`src/rtl/bist_rsp_cmp_pkg.sv`:
```
// Shared types and default parameters for the BIST response analyzer.
// Imported by the top and by the read-tracking delay line.
package bist_rsp_cmp_pkg;

  typedef enum logic [1:0] {
    ST_IDLE  = 2'd0,
    ST_RUN   = 2'd1,
    ST_DRAIN = 2'd2,
    ST_DONE  = 2'd3
  } cmp_state_e;

  localparam int DEF_DATA_WIDTH = 2;
  localparam int DEF_ADDR_WIDTH = 8;
  localparam int DEF_RD_LAT     = 1;
  localparam int DEF_CNT_WIDTH  = 8;

endpackage

```
`src/rtl/bist_rsp_dly.sv`:
```
// Latency-matched shift register carrying {valid, pat, addr} for each issued read.
// Its last stage lines up with the cycle the memory returns data for that read.
module bist_rsp_dly
  import bist_rsp_cmp_pkg::*;
#(
  parameter int pDATA_WIDTH = DEF_DATA_WIDTH,
  parameter int pADDR_WIDTH = DEF_ADDR_WIDTH,
  parameter int pRD_LAT     = DEF_RD_LAT
) (
  input  logic                   bist_clk,
  input  logic                   bist_rst_n,
  input  logic                   flush,
  input  logic                   in_valid,
  input  logic [pDATA_WIDTH-1:0] in_pat,
  input  logic [pADDR_WIDTH-1:0] in_addr,
  output logic                   out_valid,
  output logic [pDATA_WIDTH-1:0] out_pat,
  output logic [pADDR_WIDTH-1:0] out_addr
);

  localparam int W = 1 + pDATA_WIDTH + pADDR_WIDTH;

  logic [W-1:0] stage_q [pRD_LAT];

  // A flush empties every stage so reads from an abandoned run are never compared.
  always_ff @(posedge bist_clk or negedge bist_rst_n) begin
    if (!bist_rst_n) begin
      for (int i = 0; i < pRD_LAT; i++) stage_q[i] <= '0;
    end else if (flush) begin
      for (int i = 0; i < pRD_LAT; i++) stage_q[i] <= '0;
    end else begin
      stage_q[0] <= {in_valid, in_pat, in_addr};
      for (int i = 1; i < pRD_LAT; i++) stage_q[i] <= stage_q[i-1];
    end
  end

  assign {out_valid, out_pat, out_addr} = stage_q[pRD_LAT-1];

endmodule

```
`src/rtl/bist_rsp_cmp.sv`:
```
// BIST response analyzer: compares returning memory read data against the expected
// pattern and keeps pass/fail, a saturating error count and a first-fail record.
module bist_rsp_cmp
  import bist_rsp_cmp_pkg::*;
#(
  parameter int pDATA_WIDTH = DEF_DATA_WIDTH,
  parameter int pADDR_WIDTH = DEF_ADDR_WIDTH,
  parameter int pRD_LAT     = DEF_RD_LAT,
  parameter int pCNT_WIDTH  = DEF_CNT_WIDTH
) (
  input  logic                   bist_clk,
  input  logic                   bist_rst_n,
  input  logic                   bist_start,
  input  logic                   bist_end,
  input  logic                   buf_cs,
  input  logic                   buf_we,
  input  logic [pDATA_WIDTH-1:0] buf_pat,
  input  logic [pADDR_WIDTH-1:0] buf_addr,
  input  logic [pDATA_WIDTH-1:0] mem_rdata,
  output logic                   cmp_busy,
  output logic                   cmp_done,
  output logic                   cmp_fail,
  output logic [pCNT_WIDTH-1:0]  cmp_err_cnt,
  output logic [pADDR_WIDTH-1:0] cmp_fail_addr,
  output logic [pDATA_WIDTH-1:0] cmp_fail_exp,
  output logic [pDATA_WIDTH-1:0] cmp_fail_act
);

  localparam int CW = $clog2(pRD_LAT) + 1;
  localparam logic [CW-1:0] DRAIN_LAST = CW'(pRD_LAT - 1);

  cmp_state_e state_q, state_d;
  logic [CW-1:0] drain_cnt_q;

  logic                   rd_issue;
  logic                   dly_valid;
  logic [pDATA_WIDTH-1:0] dly_pat;
  logic [pADDR_WIDTH-1:0] dly_addr;
  logic                   cmp_live;
  logic                   mismatch;

  assign rd_issue = buf_cs & ~buf_we & (state_q == ST_RUN);

  bist_rsp_dly #(
    .pDATA_WIDTH (pDATA_WIDTH),
    .pADDR_WIDTH (pADDR_WIDTH),
    .pRD_LAT     (pRD_LAT)
  ) u_dly (
    .bist_clk   (bist_clk),
    .bist_rst_n (bist_rst_n),
    .flush      (bist_start),
    .in_valid   (rd_issue),
    .in_pat     (buf_pat),
    .in_addr    (buf_addr),
    .out_valid  (dly_valid),
    .out_pat    (dly_pat),
    .out_addr   (dly_addr)
  );

  assign cmp_live = dly_valid & ((state_q == ST_RUN) | (state_q == ST_DRAIN));
  assign mismatch = cmp_live & (mem_rdata != dly_pat);

  always_ff @(posedge bist_clk or negedge bist_rst_n) begin
    if (!bist_rst_n) state_q <= ST_IDLE;
    else             state_q <= state_d;
  end

  // A start always restarts the run, even when it coincides with bist_end.
  always_comb begin
    state_d = state_q;
    if (bist_start) begin
      state_d = ST_RUN;
    end else begin
      case (state_q)
        ST_RUN:   if (bist_end) state_d = ST_DRAIN;
        ST_DRAIN: if (drain_cnt_q == DRAIN_LAST) state_d = ST_DONE;
        default:  state_d = state_q;
      endcase
    end
  end

  always_ff @(posedge bist_clk or negedge bist_rst_n) begin
    if (!bist_rst_n)                                      drain_cnt_q <= '0;
    else if ((state_q == ST_DRAIN) && (state_d == ST_DRAIN)) drain_cnt_q <= drain_cnt_q + 1'b1;
    else                                                  drain_cnt_q <= '0;
  end

  always_ff @(posedge bist_clk or negedge bist_rst_n) begin
    if (!bist_rst_n) begin
      cmp_busy <= 1'b0;
      cmp_done <= 1'b0;
    end else begin
      cmp_busy <= (state_d == ST_RUN) | (state_d == ST_DRAIN);
      cmp_done <= (state_d == ST_DONE);
    end
  end

  // Only the first mismatch of a run is recorded; the counter sticks at all-ones.
  always_ff @(posedge bist_clk or negedge bist_rst_n) begin
    if (!bist_rst_n) begin
      cmp_fail      <= 1'b0;
      cmp_err_cnt   <= '0;
      cmp_fail_addr <= '0;
      cmp_fail_exp  <= '0;
      cmp_fail_act  <= '0;
    end else if (bist_start) begin
      cmp_fail      <= 1'b0;
      cmp_err_cnt   <= '0;
      cmp_fail_addr <= '0;
      cmp_fail_exp  <= '0;
      cmp_fail_act  <= '0;
    end else if (mismatch) begin
      cmp_fail <= 1'b1;
      if (~&cmp_err_cnt) cmp_err_cnt <= cmp_err_cnt + 1'b1;
      if (!cmp_fail) begin
        cmp_fail_addr <= dly_addr;
        cmp_fail_exp  <= dly_pat;
        cmp_fail_act  <= mem_rdata;
      end
    end
  end

endmodule

```
`config.mk`:
```
export PLATFORM = sky130hd
export DESIGN_NAME = bist_rsp_cmp
export DESIGN_NICKNAME = d
export VERILOG_FILES = /design/src/rtl/bist_rsp_cmp_pkg.sv /design/src/rtl/bist_rsp_dly.sv /design/src/rtl/bist_rsp_cmp.sv
export SDC_FILE = /design/constraint.sdc
export NUM_CORES = 1
export LEC_CHECK = 0
export CELL_PAD_IN_SITES_DETAIL_PLACEMENT = 0
export CELL_PAD_IN_SITES_GLOBAL_PLACEMENT = 1
export CORE_MARGIN = 4
export CORE_UTILIZATION = 35
export CTS_CLUSTER_SIZE = 16
export DETAILED_ROUTE_END_ITERATION = 8
export PLACE_DENSITY_LB_ADDON = 0.1
export SLEW_MARGIN = 20
export SYNTH_ARGS = -nofsm -noshare
export SYNTH_HDL_FRONTEND = slang
export SYNTH_SLANG_ARGS = --single-unit
export TNS_END_PERCENT = 10
```
`constraint.sdc`:
```
create_clock -name bist_clk -period 4.5 [get_ports bist_clk]
set_clock_uncertainty 0.05 [all_clocks]
set_input_delay 0.9 -clock bist_clk [delete_from_list [all_inputs] [get_ports bist_clk]]
set_output_delay 0.9 -clock bist_clk [all_outputs]
set_load 0.05 [all_outputs]
```
## Yosys cells after proc, flatten, opt, wreduce, memory -nomap -nowiden

Cells that the tools add are included.

| cells by class | value |
|---|---|
| bitwise operators | 7 |
| mux-type cells | 20 |
| equal/unequal tests | 8 |
| $add $sub $neg | 2 |
| reductions and logical operators | 5 |

Operators by type and width:

| cell | number |
|---|---|
| 8-bit 2-to-1 mux | 6 |
| 2-bit 2-to-1 mux | 9 |
| 11-bit 2-to-1 mux | 1 |
| 8-bit by 1-bit adder with 8-bit output, second input constant | 1 |
| 8-bit AND reduction | 1 |
| 2-bit equality test, second input constant | 3 |
| 1-bit AND | 4 |
| 2-bit by 1-bit equality test with 1-bit output, second input constant | 2 |
| 2-bit != test, second input constant | 2 |
| 2-bit case mux with 2 select lines | 1 |
| 2-bit AND reduction | 2 |
| 1-bit 2-to-1 mux | 3 |
| 2-bit != test | 1 |
| 1-bit OR | 2 |
| 2-bit nonzero test | 1 |
| 1-bit adder, second input constant | 1 |
| 1-bit logical AND | 1 |
| 1-bit inverter | 1 |

| storage, ports and cells | value |
|---|---|
| bits in registers | 37 |
| output and inout port bits | 23 |
| bits of input ports | 18 |

## Logic depth before layout (Yosys ltp)

| logic depth | value |
|---|---|
| word-level depth | 6 |
| depth in mapped cells | 9 |

## Hierarchy

Synthesis repeated with hierarchy kept, for this count alone.

| second synthesis, totals | value |
|---|---|
| cells, all modules | 146 |
| area total of the unflattened synthesis | 1,694.1 µm² |

By module, submodules not included:

| module | area an instance (µm²) | instances | seq. area each (µm²) | cells an instance |
|---|---|---|---|---|
| bist_rsp_cmp | 1,301.2 | 1 | 650.6 | 123 |
| bist_rsp_dly | 392.9 | 1 | 275.3 | 23 |

## Worst setup path before layout

Ideal clock, no wire load.

| timing | value |
|---|---|
| path kind | input to register |
| from | in mem_rdata[0] |
| to | reg cmp_err_cnt[7] |
| data arrival time | 1.965 ns |
| buffers on the path | 1 |
| setup time | 0.128 ns |
| slack | 2.358 ns |
| cell stages on the path | 5 |
| data required time | 4.322 ns |
| cells stage by stage | xnor2_1 a21o_1 buf_6 nor4_2 mux2_1 |

| on the way | value |
|---|---|
| cells in the longest elaborated chain, start to end | 4 |

RTL lines:

| item | RTL line | RTL |
|---|---|---|
| start: declaration | bist_rsp_cmp.sv:19 | `input logic [pDATA_WIDTH-1:0] mem_rdata,` |
| 2-bit != test | bist_rsp_cmp.sv:61 | `assign mismatch = cmp_live & (mem_rdata != dly_pat);` |
| 1-bit AND | bist_rsp_cmp.sv:61 |  |
| 2-bit nonzero test (no line) | n/a |  |
| 2-bit AND reduction (no line) | n/a |  |
| end signal: assignment | bist_rsp_cmp.sv:114 | `if (~&cmp_err_cnt) cmp_err_cnt <= cmp_err_cnt + 1'b1;` |
| end: declaration | bist_rsp_cmp.sv:23 | `output logic [pCNT_WIDTH-1:0] cmp_err_cnt,` |

No other way between the ends.
A chain may end at the register's enable or synchronous reset.

## Final worst setup path

| timing | value |
|---|---|
| from | in bist_start |
| to | reg cmp_fail_exp[0] |

| on the way | value |
|---|---|
| cells in the longest elaborated chain, start to end | 2 |
| elaborated cells on any way between the ends | 4 |
| those cells by class | eq/ne (1); mux (1); reduce/logical (2) |

RTL lines:

| item | RTL line | RTL |
|---|---|---|
| start: declaration | bist_rsp_cmp.sv:13 | `input logic bist_start,` |
| 2-bit != test (no line) / 2-bit nonzero test (equally long branches) | n/a |  |
| 2-bit AND reduction (no line) | n/a |  |
| end signal: assignment | bist_rsp_cmp.sv:117 | `cmp_fail_exp <= dly_pat;` |
| end: declaration | bist_rsp_cmp.sv:25 | `output logic [pDATA_WIDTH-1:0] cmp_fail_exp,` |

Parallel ways exist; a longest one is shown, timed or not.

==> flow_metrics.env <==
export IMPL_synthCells=132
export IMPL_antenna_found_initial=0
export IMPL_syn_mean_instance_area_sq_um=11.9
export IMPL_power_frac_seq_pct=46.4
export IMPL_cts_tree="yes"
export IMPL_cp_arrival_ns=2.81
export IMPL_grt_overflow_total=0
export IMPL_reg2reg_depth=6
export IMPL_antenna_cells=0
export IMPL_io_pins=41
export IMPL_worst_hold_path_type="reg -> reg"
export IMPL_route_vias_total=1127
export IMPL_synth_seq_cells=37
export IMPL_drc_errors=0
export IMPL_fin_crit_sh_pct=58.7
export IMPL_power_density_mw_per_mm2=390
export IMPL_p_int_mw=0.566
export IMPL_root_buffer="clkbuf_8"
export IMPL_maxSlewHeadroom_pct=37.4
export IMPL_setup_ws_ns=1.86
export IMPL_drv_slew=0
export IMPL_fmax_ghz=0.378
export IMPL_max_cap_viol_count=0
export IMPL_cts_clk_slew_worst_paths_ns=0.06
export IMPL_syn_area_sq_mm=0.00158
export IMPL_cp_max_fo=18
export IMPL_synthToLayoutAreaGrowth_pct=32.7
export IMPL_grt_pass1_vias=1079
export IMPL_fp_dieW_um=75.1
export IMPL_dp_cells=220
export IMPL_timing_worst_setup_path_type="in -> reg"
export IMPL_wl_um=3100
export IMPL_dp_slack_ns=1.54
export IMPL_post_cts_buffers=0
export IMPL_synth_top_area_share_pct=58.8
export IMPL_cts_repair_resized=0
export IMPL_synth_nets=156
export IMPL_fin_setup_tns_ns=0
export IMPL_timing_rr_start="state_q[0]$_DFF_PN0_"
export IMPL_hold_viol_final=0
export IMPL_grt_max_degree=38
export IMPL_critPathLaunch="bist_start"
export IMPL_layout_drive_gt1_share_pct=7.43
export IMPL_min_period_ns=2.64
export IMPL_htreeDepth=2
export IMPL_setup_violations=0
export IMPL_numPortBuffers=40
export IMPL_clk_latency_ns=0.28
export IMPL_drt_pass1_iterations=4
export IMPL_hold_buffers=0
export IMPL_fin_cells=227
export IMPL_hpwlAfterDp_um=2170
export IMPL_end_kind="flip-flop"
export IMPL_drtIter0Drc=47
export IMPL_grt_first_pass_wirelength_um=5220
export IMPL_detail_route_wl_per_cell_um=13.7
export IMPL_combPwrFrac_pct=25.9
export IMPL_p_sw_share_pct=30.6
export IMPL_cts_sinks=37
export IMPL_synth_top_area_cell="dfrtp_1"
export IMPL_rrSetupSlack_ns=2.31
export IMPL_yosysUniqueCellTypes=33
export IMPL_synth_area_leaders="dfrtp_1, a22o_1, nor2b_1"
export IMPL_p_leak_nw=0.909
export IMPL_cts_buffers_inserted=5
export IMPL_crit_path_end="cmp_fail_exp[0]$_DFFE_PN0P_"
export IMPL_die_h_um=75.1
export IMPL_utilization_pct=48.0
export IMPL_clk_path_buf_depth=2
export IMPL_initial_core_util_pct=36.2
export IMPL_layout_nets=199
export IMPL_required_ns=4.67
export IMPL_hold_slack_ns=0.379
export IMPL_max_vdd_ir_drop_v=0.000219
export IMPL_rows=24
export IMPL_clockPowerShare_pct=27.7
export IMPL_start_kind="input pin"
export IMPL_worst_pin_slew_ns=0.939
export IMPL_ys_warn_count=0
export IMPL_grtUsageTotal_pct=12.3
export IMPL_core_sq_mm=0.00435
export IMPL_dieArea_sq_mm=0.00564
export IMPL_min_from="drain_cnt_q$_DFF_PN0_"
export IMPL_status="completed"
export IMPL_synth_seq_area_share_pct=58.8
export IMPL_grt_setup_unrepaired="no"
export IMPL_place_congestion=0.782
export IMPL_p_sw_mw=0.249
export IMPL_ant_nets=0
export IMPL_r2r_end="cmp_err_cnt[5]$_DFFE_PN0P_"
export IMPL_vias_per_cell=4.96
-- cells in the mapped netlist --
cell type	count
or2_2	1
a22o_2	1
o31ai_1	2
dfrtp_1	37
buf_2	1
nand3_1	2
nor3_1	1
nor2b_1	13
nor4bb_1	1
a21o_1	1
inv_1	6
o21ai_0	5
a211oi_1	1
ha_1	6
nor2_1	8
xnor2_1	2
mux2i_1	1
nor4_2	1
nand2b_1	3
nand4_1	2
or4_1	1
nand2_1	3
buf_6	3
a22o_1	11
clkbuf_1	2
a21oi_1	8
nor4_1	1
mux2_1	1
a221oi_1	1
or3_1	3
mux2_2	1
o22ai_1	1
a2111oi_0	1
-- routing by layer --
layer / up-vias / wire [um] / track usage [%]
met5: - / 0 / 0
met4: 0 / 51 / 5.34
met3: 7 / 199 / 4.27
met2: 27 / 1440 / 18.5
met1: 548 / 1420 / 16.2
li1: 545 / - / -
-- per-stage QoR --
stage,total power [mW],instance area [sq um]
after global routing,0.865,2090
final,0.815,2090
after CTS,0.829,2090
after detailed placement,0.598,2000
after floorplan,0.527,1580
after global placement,0.596,2000
-- final cells by class --
class / instances / area, sq um
tap: 52 / 65.1
multi-input combinational: 83 / 581
sequential: 37 / 926
timing repair buffer: 42 / 410
clock buffer: 7 / 86.3
inverter: 6 / 22.5
fill: 405 / 2260
-- cell usage in the layout (no fill, tap or decap) --
cell and n:
or2_2 1, buf_4 2, mux2_1 1, nor2_1 8, dfrtp_1 37, buf_2 1, a2111oi_0 1, xnor2_1 2
a21oi_1 8, nor2b_1 13, clkbuf_1 1, a211oi_1 1, mux2i_1 1, a221oi_1 1, o31ai_1 2, a22o_1 11
nor4_1 1, clkdlybuf4s50_1 39, nand2b_1 3, o22ai_1 1, o21ai_0 5, nor3_1 1, a21o_1 1, nand2_1 3
mux2_2 1, inv_1 6, or3_1 3, or4_1 1, nand4_1 2, clkbuf_8 6, nor4bb_1 1, a22o_2 1
nor4_2 1, ha_1 6, nand3_1 2
-- worst max-delay path, stage by stage --
cell             delay, ns
clkdlybuf4s50_1       0.75
a21oi_1               0.90
a22o_2                0.26
-- worst min path at each step --
stage,to,cells after the start
2_1_floorplan,drain_cnt_q$_DFF_PN0_,1
3_3_place_gp,drain_cnt_q$_DFF_PN0_,1
3_5_place_dp,drain_cnt_q$_DFF_PN0_,1
4_1_cts,drain_cnt_q$_DFF_PN0_,1
5_1_grt,drain_cnt_q$_DFF_PN0_,1
6_report,drain_cnt_q$_DFF_PN0_,1
-- power groups by stage --
| stage | registers (mW) | logic (mW) | clock network (mW) |
|---|---|---|---|
| after floorplan | 0.431 | 0.0960 | 0 |
| after global routing | 0.381 | 0.236 | 0.248 |
| final | 0.378 | 0.211 | 0.226 |
| after CTS | 0.378 | 0.215 | 0.236 |
| after global placement | 0.383 | 0.213 | 0 |
| after detailed placement | 0.384 | 0.214 | 0 |
-- sequential cells by signal (all words and copies together) (netlist names) --
signal,cells
cmp_fail_exp,2
cmp_done,1
u_dly.stage_q,11
drain_cnt_q,1
state_q,2
cmp_fail,1
cmp_fail_addr,8
cmp_fail_act,2
cmp_err_cnt,8
cmp_busy,1
-- cells by family after synthesis --
| family | count (synthesis) | synth area share (%) |
|---|---|---|
| xor gates and xnor gates | 2 | 1.11 |
| and+or+nand+nor | 40 | 14.6 |
| AOI/OAI and AO/OA | 32 | 14.3 |
| buffers and inverters | 12 | 4.37 |
| adders and majority gates | 6 | 4.77 |
| muxes | 3 | 2.07 |
| DFF | 37 | 58.8 |
Note: power is estimated with default switching activity, not from simulation.
